**config.mk**
```make
export PLATFORM = sky130hd
export DESIGN_NAME = mc_ctrl_int
export DESIGN_NICKNAME = d
export VERILOG_FILES = /design/src/rtl/mc_ctrl_pkg.sv /design/src/rtl/mc_wait_timer.sv /design/src/rtl/mc_ctrl_int.sv
export SDC_FILE = /design/constraint.sdc
export NUM_CORES = 1
export LEC_CHECK = 0
export ABC_AREA = 1
export ABC_CLOCK_PERIOD_IN_PS = 1500
export BUFFER_PORTS_ARGS = -buffer_cell sky130_fd_sc_hd__buf_2
export CORE_ASPECT_RATIO = 0.8
export CORE_MARGIN = 2
export CORE_UTILIZATION = 43
export DETAILED_ROUTE_END_ITERATION = 6
export HOLD_SLACK_MARGIN = 0.15
export PLACE_DENSITY = 0.77
export SYNTH_ARGS = -nofsm -noshare
export SYNTH_HDL_FRONTEND = slang
export SYNTH_SLANG_ARGS = --single-unit
```
**constraint.sdc**
```tcl
create_clock -name clk -period 1.5 [get_ports clk]
set_clock_uncertainty 0.1 [all_clocks]
set_input_delay 0.075 -clock clk [delete_from_list [all_inputs] [get_ports clk]]
set_output_delay 0.075 -clock clk [all_outputs]
set_load 0.005 [all_outputs]
```
**src/rtl/mc_ctrl_pkg.sv**
```systemverilog
// Shared constants for the multicycle control unit: state codes, opcode/funct
// encodings, ALU operation codes, trap causes and the funct/opcode decoders.
package mc_ctrl_pkg;

    localparam logic [4:0] S_IF      = 5'd0;
    localparam logic [4:0] S_ID      = 5'd1;
    localparam logic [4:0] S_MEM_ADR = 5'd2;
    localparam logic [4:0] S_MEM_RD  = 5'd3;
    localparam logic [4:0] S_LW_WB   = 5'd4;
    localparam logic [4:0] S_MEM_WR  = 5'd5;
    localparam logic [4:0] S_R_EXE   = 5'd6;
    localparam logic [4:0] S_R_WB    = 5'd7;
    localparam logic [4:0] S_BR      = 5'd8;
    localparam logic [4:0] S_JMP     = 5'd9;
    localparam logic [4:0] S_I_EXE   = 5'd10;
    localparam logic [4:0] S_I_WB    = 5'd11;
    localparam logic [4:0] S_JAL     = 5'd12;
    localparam logic [4:0] S_TRAP    = 5'd13;
    localparam logic [4:0] S_ERET    = 5'd14;

    localparam logic [5:0] OP_RTYPE = 6'h00;
    localparam logic [5:0] OP_J     = 6'h02;
    localparam logic [5:0] OP_JAL   = 6'h03;
    localparam logic [5:0] OP_BEQ   = 6'h04;
    localparam logic [5:0] OP_BNE   = 6'h05;
    localparam logic [5:0] OP_ADDI  = 6'h08;
    localparam logic [5:0] OP_SLTI  = 6'h0A;
    localparam logic [5:0] OP_ANDI  = 6'h0C;
    localparam logic [5:0] OP_ORI   = 6'h0D;
    localparam logic [5:0] OP_LUI   = 6'h0F;
    localparam logic [5:0] OP_COP0  = 6'h10;
    localparam logic [5:0] OP_LW    = 6'h23;
    localparam logic [5:0] OP_SW    = 6'h2B;

    localparam logic [5:0] F_SRL  = 6'h02;
    localparam logic [5:0] F_ERET = 6'h18;
    localparam logic [5:0] F_ADD  = 6'h20;
    localparam logic [5:0] F_ADDU = 6'h21;
    localparam logic [5:0] F_SUB  = 6'h22;
    localparam logic [5:0] F_SUBU = 6'h23;
    localparam logic [5:0] F_AND  = 6'h24;
    localparam logic [5:0] F_OR   = 6'h25;
    localparam logic [5:0] F_XOR  = 6'h26;
    localparam logic [5:0] F_NOR  = 6'h27;
    localparam logic [5:0] F_SLT  = 6'h2A;

    localparam logic [2:0] ALU_AND = 3'b000;
    localparam logic [2:0] ALU_OR  = 3'b001;
    localparam logic [2:0] ALU_ADD = 3'b010;
    localparam logic [2:0] ALU_XOR = 3'b011;
    localparam logic [2:0] ALU_NOR = 3'b100;
    localparam logic [2:0] ALU_SRL = 3'b101;
    localparam logic [2:0] ALU_SUB = 3'b110;
    localparam logic [2:0] ALU_SLT = 3'b111;

    localparam logic [1:0] CAUSE_EXT = 2'b00;
    localparam logic [1:0] CAUSE_ILL = 2'b01;
    localparam logic [1:0] CAUSE_OVF = 2'b10;
    localparam logic [1:0] CAUSE_BUS = 2'b11;

    function automatic logic r_funct_legal(input logic [5:0] funct);
        case (funct)
            F_ADD, F_ADDU, F_SUB, F_SUBU, F_AND, F_OR,
            F_XOR, F_NOR, F_SLT, F_SRL: return 1'b1;
            default:                    return 1'b0;
        endcase
    endfunction

    function automatic logic [2:0] r_alu_op(input logic [5:0] funct);
        case (funct)
            F_SUB, F_SUBU: return ALU_SUB;
            F_AND:         return ALU_AND;
            F_OR:          return ALU_OR;
            F_XOR:         return ALU_XOR;
            F_NOR:         return ALU_NOR;
            F_SLT:         return ALU_SLT;
            F_SRL:         return ALU_SRL;
            default:       return ALU_ADD;
        endcase
    endfunction

    function automatic logic [2:0] i_alu_op(input logic [5:0] op);
        case (op)
            OP_SLTI: return ALU_SLT;
            OP_ANDI: return ALU_AND;
            OP_ORI:  return ALU_OR;
            default: return ALU_ADD;
        endcase
    endfunction

endpackage

```
**src/rtl/mc_wait_timer.sv**
```systemverilog
// Counts consecutive stalled cycles of a memory state; expired flags that the
// stall budget is used up.
module mc_wait_timer #(
    parameter int MEM_TIMEOUT = 255
) (
    input  logic clk,
    input  logic reset,
    input  logic hold,
    input  logic clear,
    output logic expired
);
    localparam int CW = $clog2(MEM_TIMEOUT + 1);

    logic [CW-1:0] count_reg;

    assign expired = (count_reg == CW'(MEM_TIMEOUT));

    always_ff @(posedge clk or negedge reset) begin
        if (!reset) begin
            count_reg <= '0;
        end else if (clear) begin
            count_reg <= '0;
        end else if (hold && !expired) begin
            count_reg <= count_reg + CW'(1);
        end
    end

endmodule

```
**src/rtl/mc_ctrl_int.sv**
```systemverilog
// Multicycle MIPS control FSM with memory wait-state tolerance, bus timeout,
// external interrupts, precise illegal/overflow traps and eret.
module mc_ctrl_int
    import mc_ctrl_pkg::*;
#(
    parameter int   MEM_TIMEOUT = 255,
    parameter logic IE_RESET    = 1'b0
) (
    input  logic        clk,
    input  logic        reset,
    input  logic [31:0] Inst_in,
    input  logic        zero,
    input  logic        overflow,
    input  logic        MIO_ready,
    input  logic        INT,
    output logic        MemRead,
    output logic        MemWrite,
    output logic        IorD,
    output logic        IRWrite,
    output logic        RegWrite,
    output logic        ALUSrcA,
    output logic        PCWrite,
    output logic        PCWriteCond,
    output logic        Branch,
    output logic        CPU_MIO,
    output logic [1:0]  RegDst,
    output logic [1:0]  MemtoReg,
    output logic [1:0]  ALUSrcB,
    output logic [1:0]  PCSource,
    output logic [2:0]  ALU_operation,
    output logic        EPCWrite,
    output logic        EpcSel,
    output logic        IntAck,
    output logic [1:0]  Cause,
    output logic        IE,
    output logic [4:0]  state_out
);
    logic [4:0] state_reg, state_next;
    logic [1:0] cause_reg, cause_next;
    logic       ie_reg;
    logic [5:0] op, funct;
    logic       wait_expired, wait_hold, wait_clear;
    logic       insn_done;
    logic       unused_inputs;

    assign op            = Inst_in[31:26];
    assign funct         = Inst_in[5:0];
    // Branch polarity and the zero flag are combined in the datapath.
    assign unused_inputs = ^{Inst_in[25:6], zero};

    assign wait_hold  = ((state_reg == S_IF) || (state_reg == S_MEM_RD) ||
                         (state_reg == S_MEM_WR)) && !MIO_ready;
    assign wait_clear = (state_next != state_reg);

    mc_wait_timer #(
        .MEM_TIMEOUT(MEM_TIMEOUT)
    ) u_wait_timer (
        .clk    (clk),
        .reset  (reset),
        .hold   (wait_hold),
        .clear  (wait_clear),
        .expired(wait_expired)
    );

    always_comb begin
        state_next = state_reg;
        cause_next = cause_reg;
        insn_done  = 1'b0;
        case (state_reg)
            S_IF: begin
                if (MIO_ready) begin
                    state_next = S_ID;
                end else if (wait_expired) begin
                    state_next = S_TRAP;
                    cause_next = CAUSE_BUS;
                end
            end
            S_ID: begin
                case (op)
                    OP_RTYPE: begin
                        if (r_funct_legal(funct)) begin
                            state_next = S_R_EXE;
                        end else begin
                            state_next = S_TRAP;
                            cause_next = CAUSE_ILL;
                        end
                    end
                    OP_COP0: begin
                        if (funct == F_ERET) begin
                            state_next = S_ERET;
                        end else begin
                            state_next = S_TRAP;
                            cause_next = CAUSE_ILL;
                        end
                    end
                    OP_LW, OP_SW:   state_next = S_MEM_ADR;
                    OP_BEQ, OP_BNE: state_next = S_BR;
                    OP_J:           state_next = S_JMP;
                    OP_JAL:         state_next = S_JAL;
                    OP_ADDI, OP_SLTI, OP_ANDI, OP_ORI, OP_LUI:
                                    state_next = S_I_EXE;
                    default: begin
                        state_next = S_TRAP;
                        cause_next = CAUSE_ILL;
                    end
                endcase
            end
            S_MEM_ADR: state_next = (op == OP_LW) ? S_MEM_RD : S_MEM_WR;
            S_MEM_RD: begin
                if (MIO_ready) begin
                    state_next = S_LW_WB;
                end else if (wait_expired) begin
                    state_next = S_TRAP;
                    cause_next = CAUSE_BUS;
                end
            end
            S_MEM_WR: begin
                if (MIO_ready) begin
                    insn_done = 1'b1;
                end else if (wait_expired) begin
                    state_next = S_TRAP;
                    cause_next = CAUSE_BUS;
                end
            end
            S_R_EXE: begin
                // Only the trapping adds/subs raise overflow; writeback is skipped.
                if (overflow && ((funct == F_ADD) || (funct == F_SUB))) begin
                    state_next = S_TRAP;
                    cause_next = CAUSE_OVF;
                end else begin
                    state_next = S_R_WB;
                end
            end
            S_I_EXE: begin
                if (overflow && (op == OP_ADDI)) begin
                    state_next = S_TRAP;
                    cause_next = CAUSE_OVF;
                end else begin
                    state_next = S_I_WB;
                end
            end
            S_LW_WB, S_R_WB, S_BR, S_JMP, S_I_WB, S_JAL: insn_done = 1'b1;
            S_TRAP, S_ERET: state_next = S_IF;
            default:        state_next = S_IF;
        endcase

        // External interrupts are only recognised at instruction boundaries.
        if (insn_done) begin
            if (INT && ie_reg) begin
                state_next = S_TRAP;
                cause_next = CAUSE_EXT;
            end else begin
                state_next = S_IF;
            end
        end
    end

    always_ff @(posedge clk or negedge reset) begin
        if (!reset) begin
            state_reg <= S_IF;
            cause_reg <= CAUSE_EXT;
            ie_reg    <= IE_RESET;
        end else begin
            state_reg <= state_next;
            cause_reg <= cause_next;
            if (state_reg == S_TRAP) begin
                ie_reg <= 1'b0;
            end else if (state_reg == S_ERET) begin
                ie_reg <= 1'b1;
            end
        end
    end

    always_comb begin
        MemRead       = 1'b0;
        MemWrite      = 1'b0;
        IorD          = 1'b0;
        IRWrite       = 1'b0;
        RegWrite      = 1'b0;
        ALUSrcA       = 1'b0;
        PCWrite       = 1'b0;
        PCWriteCond   = 1'b0;
        Branch        = 1'b0;
        RegDst        = 2'b00;
        MemtoReg      = 2'b00;
        ALUSrcB       = 2'b00;
        PCSource      = 2'b00;
        ALU_operation = ALU_ADD;
        EPCWrite      = 1'b0;
        EpcSel        = 1'b0;
        IntAck        = 1'b0;
        case (state_reg)
            S_IF: begin
                MemRead = 1'b1;
                ALUSrcB = 2'b01;
                IRWrite = MIO_ready;
                PCWrite = MIO_ready;
            end
            S_ID:      ALUSrcB = 2'b11;
            S_MEM_ADR: begin
                ALUSrcA = 1'b1;
                ALUSrcB = 2'b10;
            end
            S_MEM_RD: begin
                MemRead = 1'b1;
                IorD    = 1'b1;
            end
            S_LW_WB: begin
                RegWrite = 1'b1;
                MemtoReg = 2'b01;
            end
            S_MEM_WR: begin
                MemWrite = 1'b1;
                IorD     = 1'b1;
            end
            S_R_EXE: begin
                ALUSrcA       = 1'b1;
                ALU_operation = r_alu_op(funct);
            end
            S_R_WB: begin
                RegWrite = 1'b1;
                RegDst   = 2'b01;
            end
            S_BR: begin
                ALUSrcA       = 1'b1;
                ALU_operation = ALU_SUB;
                PCWriteCond   = 1'b1;
                PCSource      = 2'b01;
                Branch        = (op == OP_BNE);
            end
            S_JMP: begin
                PCWrite  = 1'b1;
                PCSource = 2'b10;
            end
            S_I_EXE: begin
                ALUSrcA       = 1'b1;
                ALUSrcB       = 2'b10;
                ALU_operation = i_alu_op(op);
            end
            S_I_WB: RegWrite = 1'b1;
            S_JAL: begin
                RegWrite = 1'b1;
                RegDst   = 2'b10;
                MemtoReg = 2'b10;
                PCWrite  = 1'b1;
                PCSource = 2'b10;
            end
            S_TRAP: begin
                EPCWrite = 1'b1;
                PCWrite  = 1'b1;
                PCSource = 2'b11;
                IntAck   = 1'b1;
            end
            S_ERET: begin
                PCWrite  = 1'b1;
                PCSource = 2'b11;
                EpcSel   = 1'b1;
            end
            default: ;
        endcase
    end

    assign CPU_MIO   = MemRead | MemWrite;
    assign Cause     = cause_reg;
    assign IE        = ie_reg;
    assign state_out = state_reg;

endmodule

```
Word-level counts from Yosys, hierarchy flattened
Index checks and enable logic that the tools add are counted.
{"block": "op_classes", "bitwise_logic": 1, "reduce_logical": 30, "mux": 50, "addsub": 1, "eq_ne": 39}
{"operator": "$eq A6 B6 Y1 const B", "n": 11}
{"operator": "$pmux W5 S8", "n": 1}
{"operator": "$eq A5 B4 Y1 const B", "n": 7}
{"operator": "$pmux W5 S7", "n": 1}
{"operator": "$eq A6 B4 Y1 const B", "n": 5}
{"operator": "$mux W5", "n": 5}
{"operator": "$pmux W3 S7", "n": 1}
{"operator": "$eq A5 B3 Y1 const B", "n": 4}
{"operator": "$eq A6 B2 Y1 const B", "n": 3}
{"operator": "$mux W2", "n": 9}
{"operator": "$pmux W2 S3", "n": 3}
{"operator": "$pmux W3 S3", "n": 2}
{"operator": "$mux W1", "n": 16}
{"operator": "$mux W8", "n": 2}
{"operator": "$reduce_or A2 Y1", "n": 8}
{"operator": "$eq A6 B3 Y1 const B", "n": 2}
{"operator": "$eq A6 B5 Y1 const B", "n": 2}
{"operator": "$mux W4", "n": 3}
{"operator": "$reduce_or A4 Y1", "n": 3}
{"operator": "$reduce_or A11 Y1", "n": 1}
{"operator": "$eq A5 B2 Y1 const B", "n": 2}
{"operator": "$reduce_or A10 Y1", "n": 1}
{"operator": "$add A8 B1 Y8 const B", "n": 1}
{"operator": "$eq A8 B8 Y1 const B", "n": 1}
{"operator": "16 further kinds", "n": 27}
{"block": "totals", "elab_cells": 125, "reg_bits": 16, "inputBits": 38, "out_inout_bits": 32}

Longest topological paths before layout
Gate-level depths: netlist of the first run.
{"block": "depth", "word_depth": 11, "depth_mapped": 13, "mapped_depth_nobuf": 13}

By module
Synthesis of the first run repeated with hierarchy kept, for this count alone.
{"block": "unflattened", "cells_unflattened": 326, "hier_area_um2": 1893.1}
{"module": "mc_ctrl_int", "seq_area_each_um2": 200.2, "cells_per_inst": 256, "area_each_um2": 1385.1, "instances": 1}
{"module": "mc_wait_timer", "seq_area_each_um2": 200.2, "cells_per_inst": 70, "area_each_um2": 508.0, "instances": 1}

Least setup slack after synthesis of the first run
OpenSTA, ideal clock, no wires.
{"block": "synth_timing", "path_type": "register -> register", "from": "reg state_reg[3] (netlist: state_out[3])", "to": "reg cause_reg[1] (netlist: Cause[1])", "setup_time_ns": 0.123, "slack_ns": -0.061, "path_buffers": 0, "t_required_ns": 1.277, "path_stages_with_launch": 9, "synth_period_minus_slack_ns": 1.561, "t_arrival_ns": 1.338, "path_cell_list": "dfrtp_1 > inv_1 > nand3_1 > nor2_8 > inv_2 > o211ai_2 > nand2_2 > o21ai_0 > nor2_1"}
{"block": "synth_between", "elab_chain_cells": 5, "word_cells_on_any_way": 18, "classes_between": "eq/ne: 11; mux: 4; reduce/logical: 3"}
{"item": "start, declared", "line": "mc_ctrl_int.sv:38", "source": "logic [4:0] state_reg, state_next;"}
{"item": "start signal, assigned", "line": "mc_ctrl_int.sv:164", "source": "state_reg <= state_next;"}
{"item": "$eq A5 B2 Y1 (tied with other cells)", "line": "mc_ctrl_int.sv:69", "source": "case (state_reg)"}
{"item": "$reduce_or A3 Y1 (no line)"}
{"item": "$pmux W2 S4", "line": "mc_ctrl_int.sv:69"}
{"item": "$mux W2", "line": "mc_ctrl_int.sv:149", "source": "if (INT && ie_reg) begin"}
{"item": "$mux W2 *", "line": "mc_ctrl_int.sv:148", "source": "if (insn_done) begin"}
{"item": "via cause_next[1]", "line": "mc_ctrl_int.sv:39", "source": "logic [1:0] cause_reg, cause_next;"}
{"item": "end signal, assigned", "line": "mc_ctrl_int.sv:165", "source": "cause_reg <= cause_next;"}
{"item": "end, declared", "line": "mc_ctrl_int.sv:39"}
The timed path passes the listed nets; every way through them passes the cells marked *.
A chain may end at the register's enable or synchronous reset.

Worst setup path after layout of the first run
{"block": "layout_timing", "from": "reg state_reg[2] (netlist: state_out[2])", "to": "out ALU_operation[0]"}
{"block": "layout_between", "elab_chain_cells": 2, "word_cells_on_any_way": 4, "classes_between": "eq/ne: 3; mux: 1"}
{"item": "$eq A5 B4 Y1 or $eq A5 B3 Y1 (tied branches)", "line": "mc_ctrl_int.sv:192", "source": "case (state_reg)"}
{"item": "$pmux W3 S3 *", "line": "mc_ctrl_int.sv:192"}
{"item": "end, declared", "line": "mc_ctrl_int.sv:30", "source": "output logic [2:0] ALU_operation,"}
Every way passes the cells marked *; elsewhere a longest branch is shown, timed or not.

==> qor.yml, run 1 <==
status: "finished with violations"
violations: "setup timing"
timing.rr.end: "state_out[2]"
final_layout_size_suffix_gt1_share_pct: 48.0
drtIter0Drc: 377
grt_pass1_wl_um: 8870
powerDensity_nw_per_um2: 517
synth_flop_cell: "dfrtp_1"
wl_um: 6450
gp_congestion: 0.924
io_buffers: 48
grt_max_degree: 17
start_util_pct: 45.2
routedWlPerCell_um: 15.5
antenna_left: 0
worst-path-max-fanout: 4
post-route-period-util_pct: 128
vias: 2347
min_path_type: "in -> async"
synth_area_um2: 1560
fmax_ghz: 0.521
critPathArrivalTime_ns: 1.74
dieArea_um2: 4130
r2r_cells: 13
synth_edf_count: 0
first_pass_iters: 5
seq_area_frac_synth_pct: 25.7
r2r_slack_ns: -0.39
cp-start-kind: "flip-flop"
critPathKind: "reg -> out"
hold_violations: 0
core_area_um2: 3450
yosys_warnings: 0
rows: 19
finalNetCount: 415
setup_viol: 36
syn_inst: 264
grt_pass1_vias: 1948
routed_via_density: 5.63
place_inst: 392
synth.top_cells.by_count: "nand2_1, nor2_1, inv_1, nand3_1, dfrtp_1"
io_pins: 70
synth_fp_nets: 303
synth_top_area_cell: "dfrtp_1"
required_ns: 1.32
synth_top_area_share_pct: 25.7
die_h_um: 57.9
drv_cap: 0
dieWidth_um: 71.3
cts_buffers: 3
largest_reg_flops: 8
avgSynthCellArea_um2: 5.91
synth_seq_cells: 16
synth.distinct_cells: 28
grt.total_usage_pct: 26.9
clk_latency_ns: 0.27
cts_tree: "done"
layout.cells.non_filler: 417
antenna_found_initial: 0
rsz0062_at_grt: "true"
cts_sinks: 16
hpwl_um: 3840
fin_tns_setup_ns: -8.97
period_needed_ns: 1.92
n_antenna_cell: 0
ir_drop_v: 0.000602
synthToLayoutAreaGrowth_pct: 68.9
h-tree-depth: 1
clock_path_buffers: 2
synthArstFlopShare_pct: 100
cts_root_buffer: "clkbuf_8"
rr_startpoint: "state_out[2]"
p_leak_nw: 1.47
grt-ovfl-total: 0
synthMostInstantiatedCell: "nand2_1"
critPathCaptureType: "output pin"
synthTopCellsByArea: "dfrtp_1, nand2_1, nor2_1"
maxSlewViolCount: 0
finalPower_mw: 1.36
cts.clk_slew.worst_paths_ns: 0.08
fin_ws_ns: -0.419
route.detailed.drc: 0
worst max path at each step:
| stage | start | to | slack (ns) | cells past startpoint |
|---|---|---|---|---|
| floorplan | state_out[4] | Cause[1] | -0.002 | 10 |
| global route | state_out[2] | state_out[2] | -0.44 | 13 |
| detailed placement | state_out[2] | Cause[0] | -0.19 | 10 |
| CTS | state_out[0] | PCWrite | -0.30 | 7 |
| finish | state_out[2] | ALU_operation[0] | -0.42 | 9 |
| global placement | state_out[3] | Cause[1] | -0.15 | 10 |
worst max-delay path, cell delays in order, from the launching register on:
cell	delay, ns
dfrtp_2	0.47
nor2_4	0.20
inv_2	0.07
nor2_4	0.13
nand2_2	0.12
inv_2	0.10
buf_6	0.11
nand2_1	0.05
o21ai_1	0.09
buf_2	0.13
cell usage in the layout, fill, tap and decap left out, drive strengths merged:
| cell type | count |
|---|---|
| buf | 106 |
| inv | 40 |
| nand4 | 8 |
| xnor2 | 3 |
| nor2 | 59 |
| o22ai | 1 |
| o211ai | 2 |
| ha | 1 |
| nor3b | 2 |
| a21oi | 6 |
| conb | 1 |
| o21a | 1 |
| or2 | 1 |
| dlygate4sd3 | 3 |
| nor3 | 8 |
| o21ai | 14 |
| nor4 | 3 |
| clkbuf | 4 |
| xor2 | 3 |
| nand2 | 68 |
| nand3 | 25 |
| dfrtp | 16 |
cell families (layout without fill, tap and decap cells):
| logic type | after synthesis | count (layout) | synth area share (%) |
|---|---|---|---|
| AO/OA/AOI/OAI | 24 | 24 | 8.59 |
| XOR/XNOR | 6 | 6 | 3.37 |
| adder cells (fa/ha/maj) | 1 | 1 | 0.802 |
| buffers and inverters | 42 | 153 | 10.6 |
| flip-flops | 16 | 16 | 25.7 |
| other | 1 | 1 | 0.241 |
| AND/OR/NAND/NOR | 174 | 174 | 50.7 |
area by class of cell:
class / count / area [um2]
multi-input combinational: 206 / 1210
inverter: 40 / 155
sequential: 16 / 405
fill: 226 / 815
tap: 42 / 52.6
timing repair buffer: 109 / 752
clock buffer: 4 / 55.1
per-stage QoR:
stage               utilization (%)  hold slack (ns)  instance area, um2  worst slack, ns
floorplan                         -           -0.321                1590         -0.00153
global placement               62.9          -0.0898                2170           -0.151
detailed placement             62.9          -0.0857                2170           -0.189
CTS                            69.6            0.169                2400           -0.301
global route                   76.4            0.199                2630           -0.435
finish                         76.4            0.159                2630           -0.419
report_power, final:
part           internal (mW)  total, mW  switching (mW)
registers              0.445      0.466          0.0213
logic                  0.210      0.480           0.271
clock network          0.234      0.414           0.180
metal layers:
metal / GRT usage (%) / up-vias / part of all wire [%]
li1: - / 1067 / -
met1: 36.0 / 1067 / 39
met2: 44.8 / 171 / 46
met3: 4.35 / 42 / 10
met4: 8.63 / 0 / 4.4
met5: 0 / - / 0
timing repair:
| item | 4_1_cts | 5_1_grt |
|---|---|---|
| buffers inserted | 8 | 10 |
| hold buffers | 3 | 0 |
| endpoints found under the setup margin | 36 | 39 |
| resized for setup | 29 | 50 |
| hold endpoints to repair | 23 | 0 |
| pin swaps | 2 | 12 |
No activity file was read; power rests on OpenSTA's default activity.
==> run 2: changes to the inputs <==
Settings changed: SKIP_LAST_GASP set to 1.
==> run 2 against run 1 <==
The flow finishes with violations (DRC, setup timing). Worst setup slack improved by 0.023 ns. Non-clock buffer count increased by 4. Sequential power is essentially flat. Total power up 0.59%. Flip-flop and latch count is the same. Register-to-register slack better by 0.03 ns.
==> qor.yml, run 2 (synthesis results as in run 1) <==
status: "finished with violations"
violations: "DRC, setup timing"
r2r_slack_ns: -0.36  # +0.03 ns
wl_um: 6800  # +5.4%
worst-path-max-fanout: 4  # unchanged
powerDensity_nw_per_um2: 510  # -1.2%
p_clk_share_pct: 29.7  # -0.8 points
min_path_type: "in -> async"
p_int_mw: 0.894  # +0.63%
mostFrequentLayoutCells: "nand2_1, buf_2, buf_4"
r2r_cells: 14  # +1
rsz0062_at_grt: "true"
rr_startpoint: "state_out[1]"
finalNetCount: 419  # +0.96%
cts_sinks: 16  # unchanged
vias: 2393  # +2.0%
power_frac_comb_pct: 36.2  # +0.9 points
grt_max_degree: 17  # unchanged
drv_cap: 0  # unchanged
p_leak_nw: 1.49  # +1.4%
io_buffers: 48  # unchanged
drtIter0Drc: 263  # -30%
start_util_pct: 45.2  # unchanged
antenna_left: 0  # unchanged
antenna_found_initial: 0  # unchanged
period_needed_ns: 1.90  # -0.0227 ns
cts_tree: "done"
critPathCaptureType: "output pin"
required_ns: 1.32  # about the same
grt_pass1_wl_um: 8460  # -4.7%
cts.clk_slew.worst_paths_ns: 0.08  # about the same
core_area_um2: 3450  # unchanged
grt-ovfl-total: 0  # unchanged
cts_root_buffer: "clkbuf_8"
cts_buffers: 3  # unchanged
dp_slack_ns: -0.189  # unchanged
io_pins: 70  # unchanged
gp_congestion: 0.924  # unchanged
setup_viol: 36  # unchanged
routedWlPerCell_um: 16.2  # +4.4%
h-tree-depth: 1  # unchanged
routed_via_density: 5.68  # +0.99%
dieArea_um2: 4130  # unchanged
largest_reg_flops: 8  # unchanged
die_h_um: 57.9  # unchanged
p_seq_share_pct: 34.1  # about the same
dieWidth_um: 71.3  # unchanged
n_antenna_cell: 0  # unchanged
clk_latency_ns: 0.26  # about the same
first_pass_iters: 7  # +2
final_layout_size_suffix_gt1_share_pct: 48.3  # +0.28 points
hpwl_um: 3840  # unchanged
grt_pass1_vias: 1939  # -0.46%
critPathArrivalTime_ns: 1.72  # -0.02 ns
holdWs_ns: 0.166  # +0.00681 ns
clock_path_buffers: 2  # unchanged
ir_drop_v: 0.000516  # -14%
synthToLayoutAreaGrowth_pct: 72.0
hold_violations: 0  # unchanged
route.detailed.drc: 2  # +2
post-route-period-util_pct: 126  # -1.5 points
switching_share_pct: 34.7  # about the same
timing.rr.end: "state_out[2]"
fmax_ghz: 0.527  # +1.2%
maxSlewViolCount: 0  # unchanged
p_sw_mw: 0.475  # +0.51%
rows: 19  # unchanged
grt.total_usage_pct: 25.8  # -1.1 points
critPathKind: "reg -> out"
cp-start-kind: "flip-flop"
fin_ws_ns: -0.396  # +0.0227 ns
layout_commonest_cell: "nand2_1"
==> run 2: cell types whose count changed in the layout (fill, tap and decap cells not counted), sizes merged <==
cell and delta:
buf +4
==> run 2: what timing repair did <==
item                                    CTS  global route
setup buffers                             8            17
endpoints found under the setup margin   36            39
gates resized for setup                  19            68
pin swaps                                 2            21
hold endpoints to repair                 24             0
hold buffers                              3             0
==> run 2: metal layers <==
metal	GRT usage, %	share of wire, %
met2	43.4	46
met4	8.89	6.9
met3	5.74	10
met5	0	0
met1	33.0	37
==> run 2: power groups by stage <==
stage | registers, mW | logic, mW | clock network, mW
after global placement | 0.471 | 0.322 | 0
after CTS | 0.462 | 0.366 | 0.403
final | 0.466 | 0.496 | 0.407
after global routing | 0.466 | 0.528 | 0.432
after floorplan | 0.470 | 0.166 | 0
after detailed placement | 0.472 | 0.327 | 0
==> run 2: per-stage QoR <==
stage	cells	cell area (um2)	utilization (%)	power, mW	setup TNS (ns)
finish	421	2680	77.8	1.37	-8.64
global route	421	2680	77.8	1.43	-10.21
CTS	407	2360	68.5	1.23	-4.89
detailed placement	392	2170	62.9	0.798	-1.94
global placement	392	2170	62.9	0.792	-1.51
floorplan	264	1590	-	0.636	-0.00153
==> run 2: how the worst max path moves through the flow <==
| stage | start | end | slack, ns | depth (start not counted) |
|---|---|---|---|---|
| final | state_out[2] | PCWrite | -0.40 | 7 |
| after global routing | state_out[1] | state_out[2] | -0.42 | 14 |
| after CTS | state_out[0] | PCWrite | -0.30 | 7 |
| after detailed placement | state_out[2] | Cause[0] | -0.19 | 10 |
| after global placement | state_out[3] | Cause[1] | -0.15 | 10 |
| after floorplan | state_out[4] | Cause[1] | -0.002 | 10 |
==> run 2: layout make-up <==
class                           instances  area (um2)
Multi-Input combinational cell        206        1190
Inverter                               40         155
Sequential cell                        16         405
Clock buffer                            4        55.1
Timing Repair Buffer                  113         818
Fill cell                             217         766
Tap cell                               42        52.6
==> run 2: worst max-delay path, cell delays in order (launching register included) <==
cell     delay, ns
dfrtp_2       0.46
nor2_4        0.20
inv_2         0.07
nor2_4        0.14
nand2_2       0.12
o21ai_2       0.21
or2_4         0.15
buf_2         0.10
==> run 3: changes to the inputs <==
Settings changed: CORE_ASPECT_RATIO 0.8 to 1.5, GPL_TIMING_DRIVEN set to 1.
==> run 3 against run 2 <==
Critical path depth grew 3. Register-to-register slack worse by 0.16 ns. Flip-flop and latch count stayed put. Cell count is 0.71% lower. Highest routed layer unchanged. Maximum frequency shrank 6.1%. Sequential share of layout area down 0.38 points. Total power down 0.92%. First-iteration DRC count fell by 46%. The flow finishes with violations (setup timing). Largest power group unchanged. Combinational power grew 3%. Final area rose by 2.6%. Largest cell class unchanged. Clock-buffer cell count stayed put. Utilization is 2.0 points higher.
==> qor.yml, run 3 (synthesis results as in run 1) <==
routed_via_density: 5.88  # +3.4%
drtIter0Drc: 142  # -46%
dieArea_um2: 4130  # +0.17%
period_needed_ns: 2.02  # +0.122 ns
cts_tree: "done"
clock_path_buffers: 2  # unchanged
dp_slack_ns: -0.180  # +0.00819 ns
layout_commonest_cell: "nand2_1"
n_antenna_cell: 0  # unchanged
fin_tns_setup_ns: -8.47  # +0.174 ns
cts.clk_slew.worst_paths_ns: 0.06  # -0.02 ns
required_ns: 1.59  # +0.27 ns
vias: 2457  # +2.7%
drv_cap: 0  # unchanged
critPathCaptureType: "flip-flop"
mostFrequentLayoutCells: "nand2_1, buf_2, buf_4"
clk_latency_ns: 0.25  # about the same
fin_ws_ns: -0.518  # -0.122 ns
h-tree-depth: 1  # unchanged
cp-start-kind: "flip-flop"
fmax_ghz: 0.495  # -6.1%
p_int_mw: 0.883  # -1.1%
first_pass_iters: 5  # -2
p_leak_nw: 1.51  # +1.3%
rows: 26  # +7
ir_drop_v: 0.000706  # +37%
power_frac_comb_pct: 37.5  # +1.3 points
grt_pass1_vias: 2243  # +16%
cts_root_buffer: "clkbuf_8"
synthToLayoutAreaGrowth_pct: 76.4
cts_sinks: 16  # unchanged
grt.total_usage_pct: 32.9  # +7.1 points
io_buffers: 48  # unchanged
finalNetCount: 416  # -0.72%
route.detailed.drc: 0  # -2
maxSlewViolCount: 0  # unchanged
min_path_type: "in -> async"
violations: "setup timing"
p_sw_mw: 0.472  # -0.51%
critPathArrivalTime_ns: 2.10  # +0.38 ns
grt-ovfl-total: 0  # unchanged
antenna_found_initial: 0  # unchanged
grt_max_degree: 17  # unchanged
routedWlPerCell_um: 18.7  # +16%
p_seq_share_pct: 34.5  # +0.4 points
wl_um: 7810  # +15%
hold_violations: 0  # unchanged
final_layout_size_suffix_gt1_share_pct: 51.9  # +3.6 points
start_util_pct: 45.2  # about the same
dieWidth_um: 53.2  # -25%
worst-path-max-fanout: 3  # -1
cts_buffers: 3  # unchanged
critPathKind: "reg -> reg"
gp_congestion: 0.917  # -0.79%
antenna_left: 0  # unchanged
switching_share_pct: 34.8  # +0.14 points
post-route-period-util_pct: 135  # +8.2 points
p_clk_share_pct: 28.0  # -1.7 points
largest_reg_flops: 8  # unchanged
core_area_um2: 3450  # about the same
status: "finished with violations"
io_pins: 70  # unchanged
setup_viol: 38  # +5.6%
powerDensity_nw_per_um2: 493  # -3.4%
grt_pass1_wl_um: 10100  # +19%
rsz0062_at_grt: "true"
die_h_um: 77.7  # +34%
hpwl_um: 4160  # +8.5%
[run 3: path summary, 6_finish.rpt]
check	endpoint	cells past startpoint	from	slack, ns
min	IE	2	reset	0.17
max in group asynchronous	state_out[4]	2	reset	0.84
min in group clk	state_out[1]	6	Inst_in[2]	0.31
max	state_out[3]	10	state_out[4]	-0.52
max reg2reg	state_out[3]	10	state_out[4]	-0.52
min reg2reg	u_wait_timer.count_reg[0]	2	u_wait_timer.count_reg[0]	0.44
[run 3: metrics by stage]
| stage | hold slack (ns) | total power [mW] | cell area, um2 | util [%] | cells |
|---|---|---|---|---|---|
| floorplan | -0.321 | 0.636 | 1590 | - | 264 |
| global placement | -0.0996 | 0.798 | 2210 | 64.2 | 398 |
| detailed placement | -0.0994 | 0.804 | 2210 | 64.2 | 398 |
| CTS | 0.174 | 1.24 | 2500 | 72.5 | 414 |
| global route | 0.208 | 1.41 | 2750 | 79.8 | 418 |
| finish | 0.174 | 1.36 | 2750 | 79.8 | 418 |
[run 3: repair_timing]
| item | 4_1_cts | 5_1_grt |
|---|---|---|
| gates resized for setup | 51 | 64 |
| setup buffers | 9 | 6 |
| hold buffers | 3 | 0 |
| pin swaps | 12 | 17 |
| hold endpoints to repair | 22 | 0 |
| endpoints found under the setup margin | 34 | 38 |
[run 3: power by group through the flow]
stage               clock, mW  combinational, mW  sequential (mW)
floorplan                   0              0.166            0.470
global placement            0              0.329            0.469
detailed placement          0              0.334            0.470
CTS                     0.374              0.402            0.463
global route            0.401              0.537            0.468
finish                  0.379              0.509            0.468
[run 3: per-layer routing]
layer / track usage, % / wire length (um) / vias to the layer above
li1: - / - / 1072
met1: 32.0 / 2320 / 1123
met2: 57.8 / 3910 / 187
met3: 6.73 / 776 / 75
met4: 24.6 / 806 / 0
met5: 0 / 0 / -
[run 3: area by class of cell]
type / count / area (um2)
clock buffer: 4 / 55.1
fill: 225 / 698
inverter: 40 / 160
multi-input combinational: 206 / 1280
sequential: 16 / 405
tap: 42 / 52.6
timing repair buffer: 110 / 797
[run 3: critical path, stage by stage, from the launching register on]
cell and delay [ns]:
dfrtp_2 0.47, nor2_4 0.20, buf_4 0.18, nand3_4 0.12, nand2_2 0.12, nor2_4 0.06
a21oi_2 0.26, nor2_2 0.06, nand2_1 0.18, nand2_2 0.12, nand2_1 0.08
